--- config.mk ---
export PLATFORM = sky130hd
export DESIGN_NAME = mem_stage_flat
export DESIGN_NICKNAME = d
export VERILOG_FILES = /design/src/rtl/mem_stage_if.sv /design/src/rtl/mem_stage.sv /design/src/flat_wrapper.sv
export SDC_FILE = /design/constraint.sdc
export NUM_CORES = 1
export LEC_CHECK = 0
export ABC_AREA = 1
export CORE_MARGIN = 10
export CORE_UTILIZATION = 43
export CTS_CLUSTER_DIAMETER = 30
export DETAILED_ROUTE_END_ITERATION = 6
export GPL_TIMING_DRIVEN = 1
export PLACE_DENSITY = 0.81
export SYNTH_ARGS = -nofsm -noshare
export SYNTH_HDL_FRONTEND = slang
export SYNTH_SLANG_ARGS = --single-unit
--- constraint.sdc ---
create_clock -name clock -period 2 [get_ports clock]
set_input_delay 0.4 -clock clock [delete_from_list [all_inputs] [get_ports clock]]
set_output_delay 0.4 -clock clock [all_outputs]
set_load 0.05 [all_outputs]
--- src/rtl/mem_stage_if.sv ---
// Signal bundle around mem_stage: execute results in, data-memory port, MEM/WB results out.
// The slave modport is the stage itself; the master modport is the surrounding pipeline/memory.
interface mem_stage_if #(
    parameter int DW = 32
);
    logic          flush;
    logic          ex_valid;
    logic [DW-1:0] ALUout;
    logic [DW-1:0] BB;
    logic [4:0]    Rw;
    logic [31:0]   newPC;
    logic          Zero;
    logic          Overflow;
    logic          MW;
    logic          BR;
    logic          MR;
    logic          RW;

    logic          stall;
    logic          pc_src;
    logic [31:0]   branch_target;

    logic          dmem_req;
    logic          dmem_we;
    logic [DW-1:0] dmem_addr;
    logic [DW-1:0] dmem_wdata;
    logic          dmem_ack;
    logic [DW-1:0] dmem_rdata;

    logic          wb_valid;
    logic          wb_regwr;
    logic [4:0]    wb_rw;
    logic [DW-1:0] wb_data;
    logic          exc_ovf;
    logic          exc_align;
    logic          bus_err;

    modport slave (
        input  flush, ex_valid, ALUout, BB, Rw, newPC, Zero, Overflow, MW, BR, MR, RW,
               dmem_ack, dmem_rdata,
        output stall, pc_src, branch_target, dmem_req, dmem_we, dmem_addr, dmem_wdata,
               wb_valid, wb_regwr, wb_rw, wb_data, exc_ovf, exc_align, bus_err
    );

    modport master (
        output flush, ex_valid, ALUout, BB, Rw, newPC, Zero, Overflow, MW, BR, MR, RW,
               dmem_ack, dmem_rdata,
        input  stall, pc_src, branch_target, dmem_req, dmem_we, dmem_addr, dmem_wdata,
               wb_valid, wb_regwr, wb_rw, wb_data, exc_ovf, exc_align, bus_err
    );
endinterface

--- src/rtl/mem_stage.sv ---
// EX/MEM pipeline register plus data-memory access stage driving registered MEM/WB outputs.
// Define MEM_TIMEOUT_EN to abort a request after TIMEOUT cycles without ack (bus_err pulse).
//   state | meaning
//   IDLE  | no access outstanding; non-memory instructions retire here
//   REQ   | dmem_req held, waiting for dmem_ack
module mem_stage #(
    parameter int DW      = 32,
    parameter int TIMEOUT = 16
) (
    input  logic       clock,
    input  logic       reset,
    mem_stage_if.slave bus
);
    typedef enum logic {IDLE = 1'b0, REQ = 1'b1} state_t;

    state_t        state_q;
    logic          em_valid_q;
    logic [DW-1:0] em_alu_q;
    logic [DW-1:0] em_bb_q;
    logic [4:0]    em_rw_q;
    logic [31:0]   em_npc_q;
    logic          em_zero_q, em_ovf_q, em_mw_q, em_br_q, em_mr_q, em_regwr_q;

    logic          wb_valid_q, wb_regwr_q, exc_ovf_q, exc_align_q, bus_err_q;
    logic [4:0]    wb_rw_q;
    logic [DW-1:0] wb_data_q;

    logic          mem_instr, misaligned, mem_op, timeout, stall, retire, wb_regwr_d;
    logic [DW-1:0] wb_data_d;

    assign mem_instr  = em_valid_q & (em_mw_q | em_mr_q);
    assign misaligned = mem_instr & (em_alu_q[1:0] != 2'b00);
    assign mem_op     = mem_instr & ~misaligned;

`ifdef MEM_TIMEOUT_EN
    logic [7:0] tmo_cnt_q;

    assign timeout = (state_q == REQ) & ~bus.dmem_ack & (tmo_cnt_q == 8'(TIMEOUT - 1));

    // Held at zero while idle, so it reads 0 in the first REQ cycle.
    always_ff @(posedge clock) begin
        if (reset || state_q == IDLE) tmo_cnt_q <= '0;
        else                          tmo_cnt_q <= tmo_cnt_q + 8'd1;
    end
`else
    logic unused_timeout;
    assign timeout        = 1'b0;
    assign unused_timeout = (TIMEOUT == 0);
`endif

    always_comb begin
        stall  = 1'b0;
        retire = 1'b0;
        case (state_q)
            IDLE: begin
                stall  = mem_op;
                retire = em_valid_q & ~mem_op;
            end
            REQ: begin
                stall  = ~bus.dmem_ack & ~timeout;
                retire = ~stall;
            end
            default: ;
        endcase
        wb_regwr_d = retire & em_regwr_q & ~em_ovf_q & ~em_mw_q & ~misaligned & ~timeout;
        wb_data_d  = em_mr_q ? bus.dmem_rdata : em_alu_q;
    end

    always_ff @(posedge clock) begin
        if (reset) begin
            state_q     <= IDLE;
            em_valid_q  <= 1'b0;
            em_alu_q    <= '0;
            em_bb_q     <= '0;
            em_rw_q     <= '0;
            em_npc_q    <= '0;
            em_zero_q   <= 1'b0;
            em_ovf_q    <= 1'b0;
            em_mw_q     <= 1'b0;
            em_br_q     <= 1'b0;
            em_mr_q     <= 1'b0;
            em_regwr_q  <= 1'b0;
            wb_valid_q  <= 1'b0;
            wb_regwr_q  <= 1'b0;
            wb_rw_q     <= '0;
            wb_data_q   <= '0;
            exc_ovf_q   <= 1'b0;
            exc_align_q <= 1'b0;
            bus_err_q   <= 1'b0;
        end else begin
            // A flush seen while stalled is dropped; the in-flight access must finish first.
            if (!stall) begin
                em_valid_q <= bus.ex_valid & ~bus.flush;
                em_alu_q   <= bus.ALUout;
                em_bb_q    <= bus.BB;
                em_rw_q    <= bus.Rw;
                em_npc_q   <= bus.newPC;
                em_zero_q  <= bus.Zero;
                em_ovf_q   <= bus.Overflow;
                em_mw_q    <= bus.MW;
                em_br_q    <= bus.BR;
                em_mr_q    <= bus.MR;
                em_regwr_q <= bus.RW;
            end
            case (state_q)
                IDLE:    if (mem_op) state_q <= REQ;
                REQ:     if (!stall) state_q <= IDLE;
                default: state_q <= IDLE;
            endcase
            wb_valid_q  <= retire;
            wb_regwr_q  <= wb_regwr_d;
            exc_ovf_q   <= retire & em_ovf_q;
            exc_align_q <= retire & misaligned;
            bus_err_q   <= timeout;
            if (retire) begin
                wb_rw_q   <= em_rw_q;
                wb_data_q <= wb_data_d;
            end
        end
    end

    assign bus.stall         = stall;
    assign bus.pc_src        = em_valid_q & em_br_q & em_zero_q;
    assign bus.branch_target = em_npc_q;
    assign bus.dmem_req      = (state_q == REQ);
    assign bus.dmem_we       = em_mw_q;
    assign bus.dmem_addr     = em_alu_q;
    assign bus.dmem_wdata    = em_bb_q;
    assign bus.wb_valid      = wb_valid_q;
    assign bus.wb_regwr      = wb_regwr_q;
    assign bus.wb_rw         = wb_rw_q;
    assign bus.wb_data       = wb_data_q;
    assign bus.exc_ovf       = exc_ovf_q;
    assign bus.exc_align     = exc_align_q;
    assign bus.bus_err       = bus_err_q;
endmodule

--- src/flat_wrapper.sv ---
// flat-port wrapper written by rule: the top's interface ports become plain ports
module mem_stage_flat 
#(
    parameter int DW      = 32,
    parameter int TIMEOUT = 16
)
  (clock, reset, bus_flush, bus_ex_valid, bus_ALUout, bus_BB, bus_Rw, bus_newPC, bus_Zero, bus_Overflow, bus_MW, bus_BR, bus_MR, bus_RW, bus_dmem_ack, bus_dmem_rdata, bus_stall, bus_pc_src, bus_branch_target, bus_dmem_req, bus_dmem_we, bus_dmem_addr, bus_dmem_wdata, bus_wb_valid, bus_wb_regwr, bus_wb_rw, bus_wb_data, bus_exc_ovf, bus_exc_align, bus_bus_err);
  mem_stage_if #(.DW(DW)) bus_i ();
  input  logic clock;
  input  logic reset;
  input wire logic [$bits(bus_i.flush)-1:0] bus_flush;
  input wire logic [$bits(bus_i.ex_valid)-1:0] bus_ex_valid;
  input wire logic [$bits(bus_i.ALUout)-1:0] bus_ALUout;
  input wire logic [$bits(bus_i.BB)-1:0] bus_BB;
  input wire logic [$bits(bus_i.Rw)-1:0] bus_Rw;
  input wire logic [$bits(bus_i.newPC)-1:0] bus_newPC;
  input wire logic [$bits(bus_i.Zero)-1:0] bus_Zero;
  input wire logic [$bits(bus_i.Overflow)-1:0] bus_Overflow;
  input wire logic [$bits(bus_i.MW)-1:0] bus_MW;
  input wire logic [$bits(bus_i.BR)-1:0] bus_BR;
  input wire logic [$bits(bus_i.MR)-1:0] bus_MR;
  input wire logic [$bits(bus_i.RW)-1:0] bus_RW;
  input wire logic [$bits(bus_i.dmem_ack)-1:0] bus_dmem_ack;
  input wire logic [$bits(bus_i.dmem_rdata)-1:0] bus_dmem_rdata;
  output wire logic [$bits(bus_i.stall)-1:0] bus_stall;
  output wire logic [$bits(bus_i.pc_src)-1:0] bus_pc_src;
  output wire logic [$bits(bus_i.branch_target)-1:0] bus_branch_target;
  output wire logic [$bits(bus_i.dmem_req)-1:0] bus_dmem_req;
  output wire logic [$bits(bus_i.dmem_we)-1:0] bus_dmem_we;
  output wire logic [$bits(bus_i.dmem_addr)-1:0] bus_dmem_addr;
  output wire logic [$bits(bus_i.dmem_wdata)-1:0] bus_dmem_wdata;
  output wire logic [$bits(bus_i.wb_valid)-1:0] bus_wb_valid;
  output wire logic [$bits(bus_i.wb_regwr)-1:0] bus_wb_regwr;
  output wire logic [$bits(bus_i.wb_rw)-1:0] bus_wb_rw;
  output wire logic [$bits(bus_i.wb_data)-1:0] bus_wb_data;
  output wire logic [$bits(bus_i.exc_ovf)-1:0] bus_exc_ovf;
  output wire logic [$bits(bus_i.exc_align)-1:0] bus_exc_align;
  output wire logic [$bits(bus_i.bus_err)-1:0] bus_bus_err;
  assign bus_i.flush = bus_flush;
  assign bus_i.ex_valid = bus_ex_valid;
  assign bus_i.ALUout = bus_ALUout;
  assign bus_i.BB = bus_BB;
  assign bus_i.Rw = bus_Rw;
  assign bus_i.newPC = bus_newPC;
  assign bus_i.Zero = bus_Zero;
  assign bus_i.Overflow = bus_Overflow;
  assign bus_i.MW = bus_MW;
  assign bus_i.BR = bus_BR;
  assign bus_i.MR = bus_MR;
  assign bus_i.RW = bus_RW;
  assign bus_i.dmem_ack = bus_dmem_ack;
  assign bus_i.dmem_rdata = bus_dmem_rdata;
  assign bus_stall = bus_i.stall;
  assign bus_pc_src = bus_i.pc_src;
  assign bus_branch_target = bus_i.branch_target;
  assign bus_dmem_req = bus_i.dmem_req;
  assign bus_dmem_we = bus_i.dmem_we;
  assign bus_dmem_addr = bus_i.dmem_addr;
  assign bus_dmem_wdata = bus_i.dmem_wdata;
  assign bus_wb_valid = bus_i.wb_valid;
  assign bus_wb_regwr = bus_i.wb_regwr;
  assign bus_wb_rw = bus_i.wb_rw;
  assign bus_wb_data = bus_i.wb_data;
  assign bus_exc_ovf = bus_i.exc_ovf;
  assign bus_exc_align = bus_i.exc_align;
  assign bus_bus_err = bus_i.bus_err;
  mem_stage #(.DW(DW), .TIMEOUT(TIMEOUT)) u_core (.clock(clock), .reset(reset), .bus(bus_i));
endmodule
==> impl_summary.txt <==
----------------------------------------------------
[Status]
  Outcome ... finished, final reports clean

[Worst hold path]
  Kind of path behind the tightest hold check ... flop to flop

[Pwr]
  Share of power burned in registers ... 38.8%
  Clk pwr share ... a little under two fifths
  Total net switching power ... 2.687 mW
  Int Pwr ... between 5 and 6 mW
  Power per unit of standard cell area ... roughly 830 mW/mm²
  Combinational fraction of design power ... 24.2%
  Leakage power of the design ... 6.469 nW
  Worst IR Drop VDD ... 0.0005610 V
  Switching power share of the total ... a little under a third

[Floorplanning]
  Full die area ... 0.02067 mm²
  Die W ... 143.8 µm
  Count of boundary I/O pins ... 286
  Die Y-Extent ... 143.8 µm
  Cell Rows ... 45
  Starting density of the core ... 43.67%
  Core region area ... ~0.015 mm²

[Critical path]
  Worst path required time ... ~1600 ps
  Slowest stage cell, crit path ... clkdlybuf4s50_1
  Critical path, cell by cell ... clkdlybuf4s50_1
  Startpoint type of the worst setup path ... flop
  Worst stage delay on the critical path ... 860 ps
  Cell family with most CP delay ... buffers and inverters
  Number of buffer and inverter instances along the worst setup path ... 1
  Worst EP arrival ... 1580 ps
  Setup CP Type ... flop to primary output
  Worst Setup End Kind ... primary output
  Max FO, Critical Path ... 1

[Detailed routing]
  Overall via count from detail_route ... ~6,600
  Drt wl/cell ... approximately 14 µm
  Total wire length after detailed routing ... 20,900 µm
  Drt first pass iters ... 4
  Via count normalized by instance count ... around 4.3
  Antenna viol nets, final ... 0
  Detailed Route Iter0 Violations ... ~290
  Residual DRC count ... 0

[Clock network]
  Count of H-tree levels built during CTS ... 4
  Clock tree buffer depth ... 2
  Clock slew at the register clock pins of the worst setup and hold paths ... ~60 ps
  Post CTS Setup Buffer Count ... 0
  TritonCTS buffer count ... 17
  CTS tree ... yes
  Clk_lat worst skew ... approximately 420 ps
  Post-cts hold buffer count ... 0
  CTS sink cnt ... 150
  Buffer cell driving the clock tree root ... clkbuf_16

[Synth]
  Distinct cell type count of the synthesized netlist ... 19
  Cell area after technology mapping ... roughly 0.0066 mm²
  Yosys warns ... 0
  Synth Instances ... approximately 1,100
  Mean instance size in the synthesized netlist ... approximately 6.2 µm²
  Share of synthesized area occupied by flip-flops and latches ... 45.58%
  Net Count, Synth ... 1,200
  Synthesis-stage register bit count ... 150

[Layout]
  Leading cell type in the layout, fill and taps excluded ... nand2_1
  Register Area ... 0.003007 mm²
  Layout Cells excl Fill ... 1,525
  Commonest non-fill, non-tap cells in the layout ... nand2_1, nor2_1, clkdlybuf4s50_1
  Share of post-route cells with drive strength above 1 ... 6.811%
  P&R area growth vs syn ... 56.69%
  NumNets Final ... 1,467
  Total area of multi-input combinational cells ... 0.002728 mm²
  Cell area after layout ... a little over 0.01 mm²
  Layout fillers ... between 1,000 and 1,500

[Global routing]
  Maximum number of pins on one net before global-route repair ... between 80 and 90
  Total overflow reported by the global router ... 0
  Global Route Usage Sum ... just under 20%
  Antenna violations before repair ... 1
  First-pass GRT wire length ... 31,960 µm
  Number of global-route vias before repair ... around 6,300

[Timing]
  Min Clock Period, post-route ... 1981 ps
  Max transition margin ... 60.31%
  Slew at the pin closest to its max-slew limit ... between 500 and 600 ps
  Number of endpoints with negative hold slack in the final report ... 0
  Final critical-path share of the clock period ... between 90% and 100%
  Final max-slew violation count ... 0
  Upper clock frequency limit ... 504.8 MHz
  Post-route clock skew ... ~15 ps
  Final-report setup violation count ... 0

[Job]
  Number of maximum-capacitance violations ... 0

[Placed design]
  Count of input and output buffers ... around 280
  Number of instances in the placed design ... approximately 1,500
  Post-detailed-placement half-perimeter wirelength ... 15,230 µm
  Area after DPL ... between 0.009 and 0.01 mm²
  Gpl congestion ... approximately 0.81

----------------------------------------------------
worst min-delay path: stages, from the launching register on:
cell	delay, ps
dfxtp_1	310
inv_1	70
nor3_1	50
worst paths after layout:
check             slack [ps]                                  from  cells past startpoint                                         to
setup / recovery          20        u_core.bus.wb_regwr$_SDFF_PP0_                      1                               bus_wb_regwr
hold / removal           460          u_core.em_ovf_q$_SDFFE_PP0N_                      2              u_core.bus.exc_ovf$_SDFF_PP0_
setup reg to reg         500  u_core.bus.dmem_addr[0]$_SDFFE_PP0N_                      9  u_core.bus.branch_target[14]$_SDFFE_PP0N_
hold reg to reg          460          u_core.em_ovf_q$_SDFFE_PP0N_                      2              u_core.bus.exc_ovf$_SDFF_PP0_
registers in the layout, indices dropped and copies added, names as in the netlist, 5 cells and up:
name and cells:
u_core.bus.branch_target 32, u_core.bus.dmem_addr 32, u_core.bus.dmem_wdata 32, u_core.bus.wb_data 32
u_core.bus.wb_rw 5, u_core.em_rw_q 5
power by group through the flow:
| stage | clock [mW] | sequential, mW | combinational [mW] |
|---|---|---|---|
| after floorplan | 0 | 4.07 | 0.583 |
| after global placement | 0 | 3.38 | 2.10 |
| after detailed placement | 0 | 3.39 | 2.12 |
| after CTS | 3.23 | 3.33 | 2.10 |
| after global routing | 3.35 | 3.35 | 2.24 |
| final | 3.16 | 3.32 | 2.08 |
Yosys cell counts:
| master | number | area (µm²) |
|---|---|---|
| and3_1 | 1 | 6.260 |
| inv_1 | 151 | 566.8 |
| nand3_2 | 2 | 20.02 |
| nor3_1 | 3 | 15.01 |
| inv_2 | 1 | 3.750 |
| nor2_1 | 291 | 1092 |
| nand2_2 | 2 | 12.51 |
| conb_1 | 1 | 3.750 |
| nand3b_1 | 1 | 7.510 |
| or2_2 | 1 | 6.260 |
| nand4_1 | 2 | 12.51 |
| dfxtp_1 | 150 | 3003 |
| buf_2 | 18 | 90.09 |
| buf_4 | 9 | 67.56 |
| nand3_1 | 39 | 195.2 |
| nand2_1 | 352 | 1321 |
| nand2_4 | 1 | 11.26 |
| clkbuf_1 | 26 | 97.59 |
| buf_6 | 5 | 56.30 |
layer usage:
metal | GRT usage [%] | vias to the layer above | part of all wire (%)
met5 | 0 | - | 0
met4 | 9.511 | 0 | 2.6
met3 | 7.756 | 27 | 8.6
met2 | 33.75 | 202 | 49
met1 | 20.44 | 2827 | 40
li1 | - | 3568 | -
cell type report:
type                       instances  share of cell area, %
clock inverter                    12                  1.236
clock buffer                      20                  4.424
antenna                            1                0.02424
timing repair buffer             306                  30.91
inverter                         152                  5.587
tap                              188                  2.279
multi-input combinational        696                  26.42
sequential                       150                  29.12
timing repair:
| item | 4_1_cts | 5_1_grt |
|---|---|---|
| cloned | 0 | 0 |
| pin swaps | 0 | 0 |
| endpoints found under the hold margin | 0 | 0 |
| resized for setup | 35 | 54 |
| setup endpoints to repair | 35 | 54 |
metrics by stage:
step / power, mW / worst slack [ps] / setup TNS [ps] / hold slack [ps] / utilization [%]
2_1_floorplan: 4.657 / 39.57 / 0 / 436.6 / -
3_3_place_gp: 5.488 / 234.3 / 0 / 454.7 / 63.88
3_5_place_dp: 5.515 / 166.4 / 0 / 461.8 / 63.88
4_1_cts: 8.661 / 0.1557 / 0 / 464.6 / 67.49
5_1_grt: 8.939 / -9.641 / -14.92 / 482.8 / 68.42
6_report: 8.567 / 19.13 / 0 / 459.8 / 68.42
cells by family after synthesis:
| family | after synthesis | synth area share [%] |
|---|---|---|
| buf+inv | 210 | 13.39 |
| simple gates | 695 | 40.98 |
| other cells | 1 | 0.05691 |
| flops | 150 | 45.58 |
(Power assumes the default switching activity.)
